## src/rtl/core_launcher.sv

```systemverilog
// core_launcher: preloads instruction and data memories through a valid/ready load port,
// then on go holds the core in reset for RST_CYCLES cycles, releases it and counts run
// cycles until the core reports done or the MAX_CYCLES limit expires.
//
// Ports:
//   clk_i, reset_i        clock, synchronous active-high reset
//   ld_valid_i/ld_ready_o load handshake; ld_sel_i picks imem (0) or dmem (1)
//   ld_data_i             9-bit instruction word or byte in [7:0]
//   go_i, clear_i         single-cycle start / return-to-idle requests
//   im_we_o/addr/wdata    instruction memory write port (same-cycle as the transfer)
//   dm_we_o/addr/wdata    data memory write port (same-cycle as the transfer)
//   core_reset_o          reset driven into the core
//   core_done_i           done flag from the core
//   busy_o, finished_o, timed_out_o, cycle_count_o   registered status
module core_launcher #(
    parameter int unsigned IMEM_DEPTH = 256,
    parameter int unsigned DMEM_DEPTH = 256,
    parameter int unsigned RST_CYCLES = 2,
    parameter int unsigned MAX_CYCLES = 65535
) (
    input  logic        clk_i,
    input  logic        reset_i,
    input  logic        ld_valid_i,
    output logic        ld_ready_o,
    input  logic        ld_sel_i,
    input  logic [8:0]  ld_data_i,
    input  logic        go_i,
    input  logic        clear_i,
    output logic        im_we_o,
    output logic [7:0]  im_addr_o,
    output logic [8:0]  im_wdata_o,
    output logic        dm_we_o,
    output logic [7:0]  dm_addr_o,
    output logic [7:0]  dm_wdata_o,
    output logic        core_reset_o,
    input  logic        core_done_i,
    output logic        busy_o,
    output logic        finished_o,
    output logic        timed_out_o,
    output logic [15:0] cycle_count_o
);

    typedef enum logic [2:0] {StIdle, StRst, StRun, StDone, StTout} state_e;

    localparam logic [8:0]  ImFull  = 9'(IMEM_DEPTH);
    localparam logic [8:0]  DmFull  = 9'(DMEM_DEPTH);
    localparam logic [31:0] RstLast = 32'(RST_CYCLES - 1);
    localparam logic [15:0] MaxLast = 16'(MAX_CYCLES - 1);

    state_e      state_q, state_d;
    logic [8:0]  im_ptr_q, im_ptr_d;
    logic [8:0]  dm_ptr_q, dm_ptr_d;
    logic [15:0] cnt_q, cnt_d;
    logic [31:0] rst_cnt_q, rst_cnt_d;
    logic        core_reset_q, busy_q, finished_q, timed_out_q;
    logic        xfer;

    // Load port: ready depends only on state and the selected target's fill level.
    always_comb begin
        ld_ready_o = (state_q == StIdle) && (ld_sel_i ? (dm_ptr_q != DmFull)
                                                      : (im_ptr_q != ImFull));
        // clear (and reset) squash a same-cycle transfer entirely
        xfer       = ld_valid_i & ld_ready_o & ~clear_i & ~reset_i;
        im_we_o    = xfer & ~ld_sel_i;
        im_addr_o  = im_ptr_q[7:0];
        im_wdata_o = ld_data_i;
        dm_we_o    = xfer & ld_sel_i;
        dm_addr_o  = dm_ptr_q[7:0];
        dm_wdata_o = ld_data_i[7:0];
    end

    always_comb begin
        state_d   = state_q;
        im_ptr_d  = im_ptr_q;
        dm_ptr_d  = dm_ptr_q;
        cnt_d     = cnt_q;
        rst_cnt_d = rst_cnt_q;
        if (clear_i) begin
            // clear aborts from any state; cycle_count survives until the next go
            state_d  = StIdle;
            im_ptr_d = '0;
            dm_ptr_d = '0;
        end else begin
            unique case (state_q)
                StIdle: begin
                    if (im_we_o) im_ptr_d = im_ptr_q + 9'd1;
                    if (dm_we_o) dm_ptr_d = dm_ptr_q + 9'd1;
                    if (go_i) begin
                        state_d   = StRst;
                        rst_cnt_d = '0;
                        cnt_d     = '0;
                    end
                end
                StRst: begin
                    rst_cnt_d = rst_cnt_q + 32'd1;
                    if (rst_cnt_q == RstLast) state_d = StRun;
                end
                StRun: begin
                    // done wins over timeout and freezes the count on the done cycle
                    if (core_done_i) begin
                        state_d = StDone;
                    end else begin
                        cnt_d = cnt_q + 16'd1;
                        if (cnt_q == MaxLast) state_d = StTout;
                    end
                end
                default: ;
            endcase
        end
    end

    always_ff @(posedge clk_i) begin
        if (reset_i) begin
            state_q      <= StIdle;
            im_ptr_q     <= '0;
            dm_ptr_q     <= '0;
            cnt_q        <= '0;
            rst_cnt_q    <= '0;
            core_reset_q <= 1'b1;
            busy_q       <= 1'b0;
            finished_q   <= 1'b0;
            timed_out_q  <= 1'b0;
        end else begin
            state_q      <= state_d;
            im_ptr_q     <= im_ptr_d;
            dm_ptr_q     <= dm_ptr_d;
            cnt_q        <= cnt_d;
            rst_cnt_q    <= rst_cnt_d;
            // status flags are registered from the next state so they track state_q
            core_reset_q <= (state_d != StRun);
            busy_q       <= (state_d == StRst) || (state_d == StRun);
            finished_q   <= (state_d == StDone);
            timed_out_q  <= (state_d == StTout);
        end
    end

    assign core_reset_o  = core_reset_q;
    assign busy_o        = busy_q;
    assign finished_o    = finished_q;
    assign timed_out_o   = timed_out_q;
    assign cycle_count_o = cnt_q;

endmodule

```

## config.mk

```make
export PLATFORM = sky130hd
export DESIGN_NAME = core_launcher
export DESIGN_NICKNAME = d
export VERILOG_FILES = /design/src/rtl/core_launcher.sv
export SDC_FILE = /design/constraint.sdc
export NUM_CORES = 1
export LEC_CHECK = 0
export ABC_CLOCK_PERIOD_IN_PS = 3100
export CAP_MARGIN = 20
export CORE_MARGIN = 1
export CORE_UTILIZATION = 55
export CTS_BUF_LIST = sky130_fd_sc_hd__clkbuf_16
export DETAILED_ROUTE_END_ITERATION = 6
export PLACE_DENSITY = 0.92
export SLEW_MARGIN = 0
export SYNTH_ARGS = -nofsm -noshare
export SYNTH_HDL_FRONTEND = slang
export SYNTH_SLANG_ARGS = --single-unit
```

## constraint.sdc

```tcl
create_clock -name clk_i -period 3.1 [get_ports clk_i]
set_input_delay 0.31 -clock clk_i [delete_from_list [all_inputs] [get_ports clk_i]]
set_output_delay 0.31 -clock clk_i [all_outputs]
set_load 0.05 [all_outputs]
```

Word-level counts from Yosys, hierarchy flattened
Cells that the tools add are included.

Bitwise operators: 8. Reductions and logical operators: 10. Multiplexer cells: 12. Equality and inequality tests: 13. Add/sub/neg operators: 4.

Operator list (number): 32-bit one-hot mux with 2 select lines (1); 32-bit by 1-bit adder with 32-bit output, second input constant (1); 32-bit by 1-bit equality test with 1-bit output, second input constant (1); 16-bit two-way mux (2); 32-bit two-way mux (1); 16-bit one-hot mux with 2 select lines (1); 9-bit by 1-bit adder with 9-bit output, second input constant (2); 9-bit inequality test, second input constant (2); 16-bit by 1-bit adder with 16-bit output, second input constant (1); 16-bit equality test, second input constant (1); 3-bit two-way mux (5); 3-bit by 2-bit equality test with 1-bit output, second input constant (3); 3-bit one-hot mux with 3 select lines (1); 3-bit by 1-bit equality test with 1-bit output, second input constant (2); 1-bit AND (5); 2-bit inequality test, second input constant (2); 2-bit AND reduction (2); 4-bit AND reduction (1); 2-bit nonzero test (2); 3-bit equality test, second input constant (1); 3-bit zero test (1); 3-bit by 2-bit inequality test with 1-bit output, second input constant (1); 1-bit inverter (3); 3-bit AND reduction (1); 4 further kinds (4).

Register bits: 73. Output and inout bits: 56. Logic and storage cells: 56. Input port bits: 16.

Depth between registers and ports, before layout
Gate-level depths: netlist (run 1).

Depth after elaboration: 8. Mapped depth: 7. Mapped depth without buffers: 7.

Worst setup path after synthesis (run 1)
Ideal clock, no wire load.

Path kind: flip-flop to flip-flop. Start: register cnt_q[0] (netlist: cycle_count_o[0]). End: register core_reset_q (netlist: core_reset_o). Slack: 0.862 ns. Clock period less this slack: 2.238 ns. Library setup time: 0.132 ns. Data arrival time: 2.106 ns. Stages on the path, launching flop included: 7. Data required time: 2.968 ns. Path buffers: 0. Cells stage by stage: dfxtp_1 inv_1 ha_1 and4b_1 a41o_1 or2_2 or3b_2.

Word-level cells in the longest chain between the ends: 6.

RTL lines: start: declaration (RTL line 53) `logic [15:0] cnt_q, cnt_d;`; start signal: assignment (RTL line 127) `cnt_q <= cnt_d;`; 16-bit equality test (RTL line 104) `if (cnt_q == MaxLast) state_d = StTout;`; 3-bit two-way mux (RTL line 104); 3-bit two-way mux (RTL line 100) `if (core_done_i) begin`; 3-bit one-hot mux with 3 select lines (RTL line 84) `unique case (state_q)`; 3-bit two-way mux (RTL line 78) `if (clear_i) begin`; 3-bit by 2-bit inequality test with 1-bit output (RTL line 130) `core_reset_q <= (state_d != StRun);`; end signal: assignment (RTL line 130); end: declaration (RTL line 55) `logic core_reset_q, busy_q, finished_q, timed_out_q;`.

No other way between the ends. A chain may end at the register's enable or synchronous reset.

Worst setup path after layout (run 1)
Start: register state_q[1]. End: output port ld_ready_o.

Word-level cells in the longest chain between the ends: 2.

RTL lines: start: declaration (RTL line 50) `state_e state_q, state_d;`; start signal: assignment (RTL line 114) `state_q <= StIdle;`; start signal: assignment (RTL line 124) `state_q <= state_d;`; 3-bit zero test (RTL line 60) `ld_ready_o = (state_q == StIdle) && (ld_sel_i ? (dm_ptr_q != DmFull)`; 1-bit logical AND (RTL line 60); end: declaration (RTL line 24) `output logic ld_ready_o,`.

No other way between the ends.

==> results of run 1 <==
-- path summary, 6_finish.rpt --
check / slack [ns] / end / depth (start not counted) / from
worst max-delay path: 0.38 / ld_ready_o / 4 / state_q[1]$_SDFF_PP0_
worst min register to register: 0.50 / dm_ptr_q[8]$_SDFFE_PP0P_ / 2 / dm_ptr_q[8]$_SDFFE_PP0P_
worst max register to register: 0.82 / rst_cnt_q[31]$_SDFFE_PP0P_ / 6 / rst_cnt_q[4]$_SDFFE_PP0P_
worst min-delay path: 0.50 / dm_ptr_q[8]$_SDFFE_PP0P_ / 2 / dm_ptr_q[8]$_SDFFE_PP0P_
-- layer usage --
layer	wire length [um]	part of all wire, %	vias to the layer above	track usage [%]
li1	-	-	1612	-
met1	3440	42	1532	26.8
met2	4010	49	112	40.9
met3	429	5.3	28	4.92
met4	231	2.8	0	13.6
met5	0	0	-	0
-- cell type report --
cell class | count | area [sq um] | area share (%)
Tap cell | 77 | 96.3 | 2.22
Clock inverter | 7 | 85.1 | 1.96
Inverter | 15 | 56.3 | 1.30
Clock buffer | 9 | 225 | 5.18
Multi-Input combinational cell | 317 | 1920 | 44.2
Sequential cell | 73 | 1460 | 33.6
Timing Repair Buffer | 51 | 503 | 11.6
-- worst min-delay path, cell delays in order (launching register included) --
cell and delay [ns]:
dfxtp_1 0.32, o21ai_0 0.07, a21oi_1 0.06
-- registers in the layout (all words and copies together) (netlist names) --
register	cells
rst_cnt_q	32
cycle_count_o	16
dm_ptr_q	9
im_ptr_q	9
state_q	3
busy_o	1
core_reset_o	1
finished_o	1
timed_out_o	1
-- metrics by stage --
stage / instances / hold WS [ns]
3_5_place_dp: 533 / 0.492
2_1_floorplan: 453 / 0.382
6_report: 549 / 0.501
4_1_cts: 549 / 0.499
5_1_grt: 549 / 0.530
3_3_place_gp: 533 / 0.471
-- synth_stat cells (all sizes together), types with 2 or more instances --
| master | count | area share (%) |
|---|---|---|
| a21oi | 32 | 4.3 |
| a31oi | 2 | 0.33 |
| and2 | 7 | 1.2 |
| and3 | 8 | 1.3 |
| and4 | 7 | 1.6 |
| buf | 35 | 7.2 |
| clkbuf | 13 | 1.3 |
| dfxtp | 73 | 39 |
| ha | 6 | 2.0 |
| inv | 15 | 1.5 |
| nand2 | 23 | 2.3 |
| nand2b | 2 | 0.33 |
| nand3 | 23 | 3.1 |
| nand4 | 9 | 1.7 |
| nor2 | 52 | 5.2 |
| nor2b | 4 | 0.67 |
| nor3 | 12 | 1.9 |
| nor4 | 14 | 2.3 |
| nor4b | 2 | 0.47 |
| o2111ai | 3 | 0.70 |
| o211ai | 3 | 0.60 |
| o21ai | 23 | 3.1 |
| o31ai | 2 | 0.40 |
| or2 | 4 | 0.67 |
| or3 | 25 | 4.2 |
| or4 | 4 | 0.90 |
| xnor2 | 16 | 3.7 |
| xor2 | 19 | 4.4 |
-- kinds of logic (layout without fill, tap and decap cells) --
logic type      count (synthesis)  in the layout  share of synthesized area [%]
flops                          73             73                           38.9
simple gates                  198            198                           28.3
compound gates                 76             76                           12.1
fa+ha+maj                       6              6                           2.00
mux                             2              2                          0.566
xor+xnor                       35             35                           8.16
buf+inv                        63             82                           9.99
-- report_power, final --
group | switching, mW | leakage, nW | internal, mW
clock network | 0.378 | 0.150 | 0.695
registers | 0.00585 | 0.588 | 0.942
logic | 0.0610 | 0.725 | 0.0330
==> run metrics, run 1 <==
status finished with violations; failing checks design-rule violations; final routed DRC violation total 8; fin crit share between 80% and 90%; final WL roughly 8.1 mm; CP endpoint kind primary output; die span in y between 80 and 90 um; CORE AREA between 6000 and 7000 sq um; cts bufs inserted 9; CP Class reg -> out; H-Tree Depth 3; element type at the critical path start flop; asr flop ratio synth 0%; # fillers 512; Post-Place Cell Area around 4000 sq um; Worst-Skew Late Latency 0.33 ns; top_reg_cell synth dfxtp_1; Setup violations, final 0; die area between 7000 and 8000 sq um; CTS sink count 73; RSZ-0062 raised after global routing no; Tmin final 2.72 ns; worst hold path type reg -> reg; Final Net Count 489; largest net degree at the start of global routing 23; clk slew on worst S/H paths approximately 0.05 ns; cell area after synthesis between 3000 and 4000 sq um; IO buf count between 40 and 50; gr usage total a little under a quarter; commonest non-fill, non-tap cell in the layout dfxtp_1; CP max FO 9; first-pass GRT wire length around 14 mm; syn nets roughly 480; setup bufs post-CTS 0; Slew Limit Fails 0; Hold Buf Count CTS 0; Pleak roughly 1.5 nW; Cell variety after synth 48; most frequent cells in the layout dfxtp_1 (73), nor2_1 (52), clkdlybuf4s50_1 (43), a21oi_1 (32), or3_1 (25); Via density 5.98; CP bufs+invs 1; arrival time at the worst endpoint about 2.4 ns; pwr dens just under 500 nW/um^2; slowest CP cell clkdlybuf4s50_1; area delta synth->final 15.7%; HPWL Detailed between 5 and 6 mm; Fin Setup TNS 0 ns; Worst path max stage delay ~0.80 ns; Slew headroom approximately 55%; Post-synth EDFFs 0; clock root buffer master clkbuf_16; final core occ just under 70%; FMAX between 300 and 400 MHz; Tightest Pin Transition between 0.6 and 0.7 ns; CTS tree built; Ports between 70 and 80; total power draw 2.12 mW; Initial DRT Pass Iterations 7; vias in the first global route a little over 3000; sequential area share after synthesis 38.9%; post-route setup slack around 0.38 ns; number of synthesized register bits 73; Peak VDD IR about 490 uV; family with the most delay on the worst path buffers and inverters; max_cap viols 0; 1st-iter DRT viols 237; design area 4350 sq um; Antenna Cells 0; DR vias around 3300; antenna violations before repair 0; antenna viol nets, final 0; final hold vios 0; GRT overflow 0; crit-path cells or3_1 > a31oi_1 > and2_1 > clkdlybuf4s50_1; Die X 84.6 um; Synth Instances between 400 and 500; Final Skew 0.00390 ns; Synth warnings 0; Initial Utilization just under 60%; GP Congestion between 0.8 and 0.9; syn avg cell area between 8 and 9 sq um; row cnt 29; post-DR wirelength/cell between 10 and 15 um; Place WS 0.354 ns; worst path required time 2.79 ns; PostCTS Resize Cnt 0; maximum root-to-sink buffer count 2; layout cells sized above 1 ~6.8%
(Power assumes the default switching activity.)
==> inputs of run 2 (changes only) <==
--- a/config.mk
+++ b/config.mk
@@ -10,6 +10,7 @@
 export CORE_MARGIN = 1
 export CORE_UTILIZATION = 55
 export CTS_BUF_LIST = sky130_fd_sc_hd__clkbuf_16
+export CTS_CLUSTER_DIAMETER = 120
 export DETAILED_ROUTE_END_ITERATION = 6
 export PLACE_DENSITY = 0.92
 export SLEW_MARGIN = 0
==> results of run 2 <==
Final layout, timing and power as in run 1 (identical DEF).
==> inputs of run 3 (changes only) <==
--- a/config.mk
+++ b/config.mk
@@ -12,6 +12,7 @@
 export CTS_BUF_LIST = sky130_fd_sc_hd__clkbuf_16
 export CTS_CLUSTER_DIAMETER = 120
 export DETAILED_ROUTE_END_ITERATION = 6
+export GPL_TIMING_DRIVEN = 0
 export PLACE_DENSITY = 0.92
 export SLEW_MARGIN = 0
 export SYNTH_ARGS = -nofsm -noshare
==> run 3 against run 2 <==
Net effect: first-iteration DRC count down 5.1%; the run still ends with design-rule violations left; critical path depth is 2 higher; highest routed layer unchanged; largest power group is now sequential cells; global-route usage is 3.1 points higher; non-clock buffer count grew 59.
==> run metrics, run 3 (same netlist as run 1, synthesis figures left out) <==
status finished with violations; failing checks design-rule violations; CP max FO 9 (unchanged); Antenna Cells 0 (unchanged); Die X 84.6 um (unchanged); max reg flops 32 (unchanged); design area 4730 sq um (+8.8%); most frequent cells in the layout dfxtp_1 (73), clkdlybuf4s50_1 (60), nor2_1 (52), buf_4 (33), a21oi_1 (32); R2R Path Start rst_cnt_q[9]$_SDFFE_PP0P_; Tmin final 2.85 ns (+0.137 ns); cts bufs inserted 9 (unchanged); Post-Place Cell Area 4470 sq um (+11%); crit path capture im_we_o; final WL 9.20 mm (+13%); antenna violations before repair 0 (unchanged); RSZ-0062 raised after global routing no; area delta synth->final 25.9%; gr usage total 26.6% (+3.1 points); antenna viol nets, final 0 (unchanged); die area 7160 sq um (unchanged); row cnt 29 (unchanged); H-Tree Depth 3 (unchanged); Tightest Pin Transition 0.678 ns (+0.0104 ns); FMAX 351 MHz (-4.8%); R2R cell count 6 (unchanged); WHS 0.502 ns (+0.000996 ns); # fillers 468 (-8.6%); clk slew on worst S/H paths 0.06 ns (about the same); CP Class reg -> out; Pleak 1.69 nW (+16%); Clk pwr share 44.3% (-6.4 points); final routed DRC violation total 10 (+2); max_cap viols 0 (unchanged); setup bufs post-CTS 0 (unchanged); Fin Setup TNS 0 ns (unchanged); Reg power frac 46.8% (+2.0 points); Internal Power 1.53 mW (-8.3%); pwr dens 428 nW/um^2 (-12%); Final Skew 0.00846 ns (+0.00455 ns); 1st-iter DRT viols 225 (-5.1%); GRT overflow 0 (unchanged); worst reg-to-reg setup slack 0.80 ns (-0.02 ns); Setup violations, final 0 (unchanged); Slew headroom 54.7% (-0.69 points); fin crit share 92.0% (+4.4 points); element type at the critical path start flop; multi-input combinational cell area 1930 sq um (+0.33%); crit-path cells buf_6 > or3_1 > a311oi_2 > nand2_1 > inv_1 > dlygate4sd2_1; HPWL Detailed 6.29 mm (+16%); Sw Ratio 24.3% (+3.2 points); final hold vios 0 (unchanged); total power draw 2.02 mW (-4.3%); Final Net Count 548 (+12%); CTS tree built; CTS sink count 73 (unchanged); IO buf count 62 (+38%); vias in the first global route 3487 (+12%); post-DR wirelength/cell 15.1 um (+2.4%); slowest CP cell dlygate4sd2_1; GP Congestion 0.838 (+1.7%); Peak VDD IR 367 uV (-24%); Crit. Startpoint state_q[1]$_SDFF_PP0_; Initial Utilization 58.2% (unchanged); Slew Limit Fails 0 (unchanged); maximum root-to-sink buffer count 2 (unchanged); Ports 72 (unchanged); Biggest register rst_cnt_q; switching power 0.491 mW (+10%); Worst-Skew Late Latency 0.33 ns (about the same); largest net degree at the start of global routing 12 (-48%); CP endpoint kind primary output; first-pass GRT wire length 15.3 mm (+13%); Storage cell area 1460 sq um (unchanged); arrival time at the worst endpoint 2.54 ns (+0.13 ns); die span in y 84.6 um (unchanged); Comb pwr share 8.9% (+4.5 points); DR vias 3573 (+8.8%); clock root buffer master clkbuf_16; Via density 5.88 (-1.8%); worst r2r dst rst_cnt_q[27]$_SDFFE_PP0P_; worst path required time 2.79 ns (about the same); worst hold path type reg -> reg; Worst path max stage delay 0.54 ns (-0.26 ns); commonest non-fill, non-tap cell in the layout dfxtp_1; Initial DRT Pass Iterations 7 (unchanged); layout cells sized above 1 11.3% (+4.5 points); CORE AREA 6460 sq um (unchanged)
[run 3: changes by cell type in the layout (fill, tap and decap cells not counted), sizes merged]
cell,delta
buf,+27
clkdlybuf4s50,+17
clkbuf,+14
inv,+3
bufinv,-2
clkinvlp,-1
dlygate4sd2,+1
[run 3: cell type report]
cell class	instances	share of cell area [%]
multi-input cells	317	40.7
flip-flops and latches	73	30.9
repair buffers	62	13.0
plain buffers	48	6.75
clock buffers	9	4.76
well taps	77	2.04
inverters	15	1.19
clock inverters	7	0.661
[run 3: power groups by stage]
| stage | clock, mW | combinational, mW | sequential, mW |
|---|---|---|---|
| global route | 0.950 | 0.190 | 0.947 |
| global placement | 0 | 0.174 | 0.967 |
| CTS | 0.906 | 0.180 | 0.947 |
| finish | 0.896 | 0.180 | 0.947 |
| floorplan | 0 | 0.112 | 0.974 |
| detailed placement | 0 | 0.178 | 0.967 |
[run 3: worst max-delay path, delay by kind of cell, from the launching register on]
| family | cells | cell delay [ns] |
|---|---|---|
| flops | 1 | 0.30 |
| compound gates | 1 | 0.52 |
| simple gates | 2 | 0.62 |
| buf+inv | 3 | 0.78 |
[run 3: how the worst min path moves through the flow]
| stage | start | endpoint | slack, ns | cells after the start |
|---|---|---|---|---|
| floorplan | reset_i | rst_cnt_q[0]$_SDFFE_PP0P_ | 0.38 | 1 |
| global placement | im_ptr_q[8]$_SDFFE_PP0P_ | im_ptr_q[8]$_SDFFE_PP0P_ | 0.46 | 2 |
| global route | rst_cnt_q[30]$_SDFFE_PP0P_ | rst_cnt_q[30]$_SDFFE_PP0P_ | 0.53 | 2 |
| detailed placement | dm_ptr_q[8]$_SDFFE_PP0P_ | dm_ptr_q[8]$_SDFFE_PP0P_ | 0.49 | 2 |
| finish | rst_cnt_q[30]$_SDFFE_PP0P_ | rst_cnt_q[30]$_SDFFE_PP0P_ | 0.50 | 2 |
| CTS | dm_ptr_q[8]$_SDFFE_PP0P_ | dm_ptr_q[8]$_SDFFE_PP0P_ | 0.50 | 2 |
[run 3: per-layer routing]
layer | vias to the layer above | track usage, % | share of wire (%)
met4 | 0 | 11.9 | 1.5
met3 | 19 | 7.28 | 5.9
met1 | 1688 | 29.9 | 41
met5 | - | 0 | 0
met2 | 142 | 47.0 | 52
li1 | 1724 | - | -
[run 3: what timing repair did]
| action | CTS | global route |
|---|---|---|
| setup endpoints to repair | 2 | 1 |
| pin swaps | 0 | 0 |
| hold buffers | 0 | 0 |
| hold endpoints to repair | 0 | 0 |
| resized for setup | 3 | 2 |
[run 3: metrics by stage]
step	setup slack (ns)	util (%)	instances
CTS	0.168	73.3	608
finish	0.248	73.2	608
global placement	0.00441	69.3	592
detailed placement	-0.126	69.3	592
global route	0.0492	73.2	608
floorplan	0.862	-	453
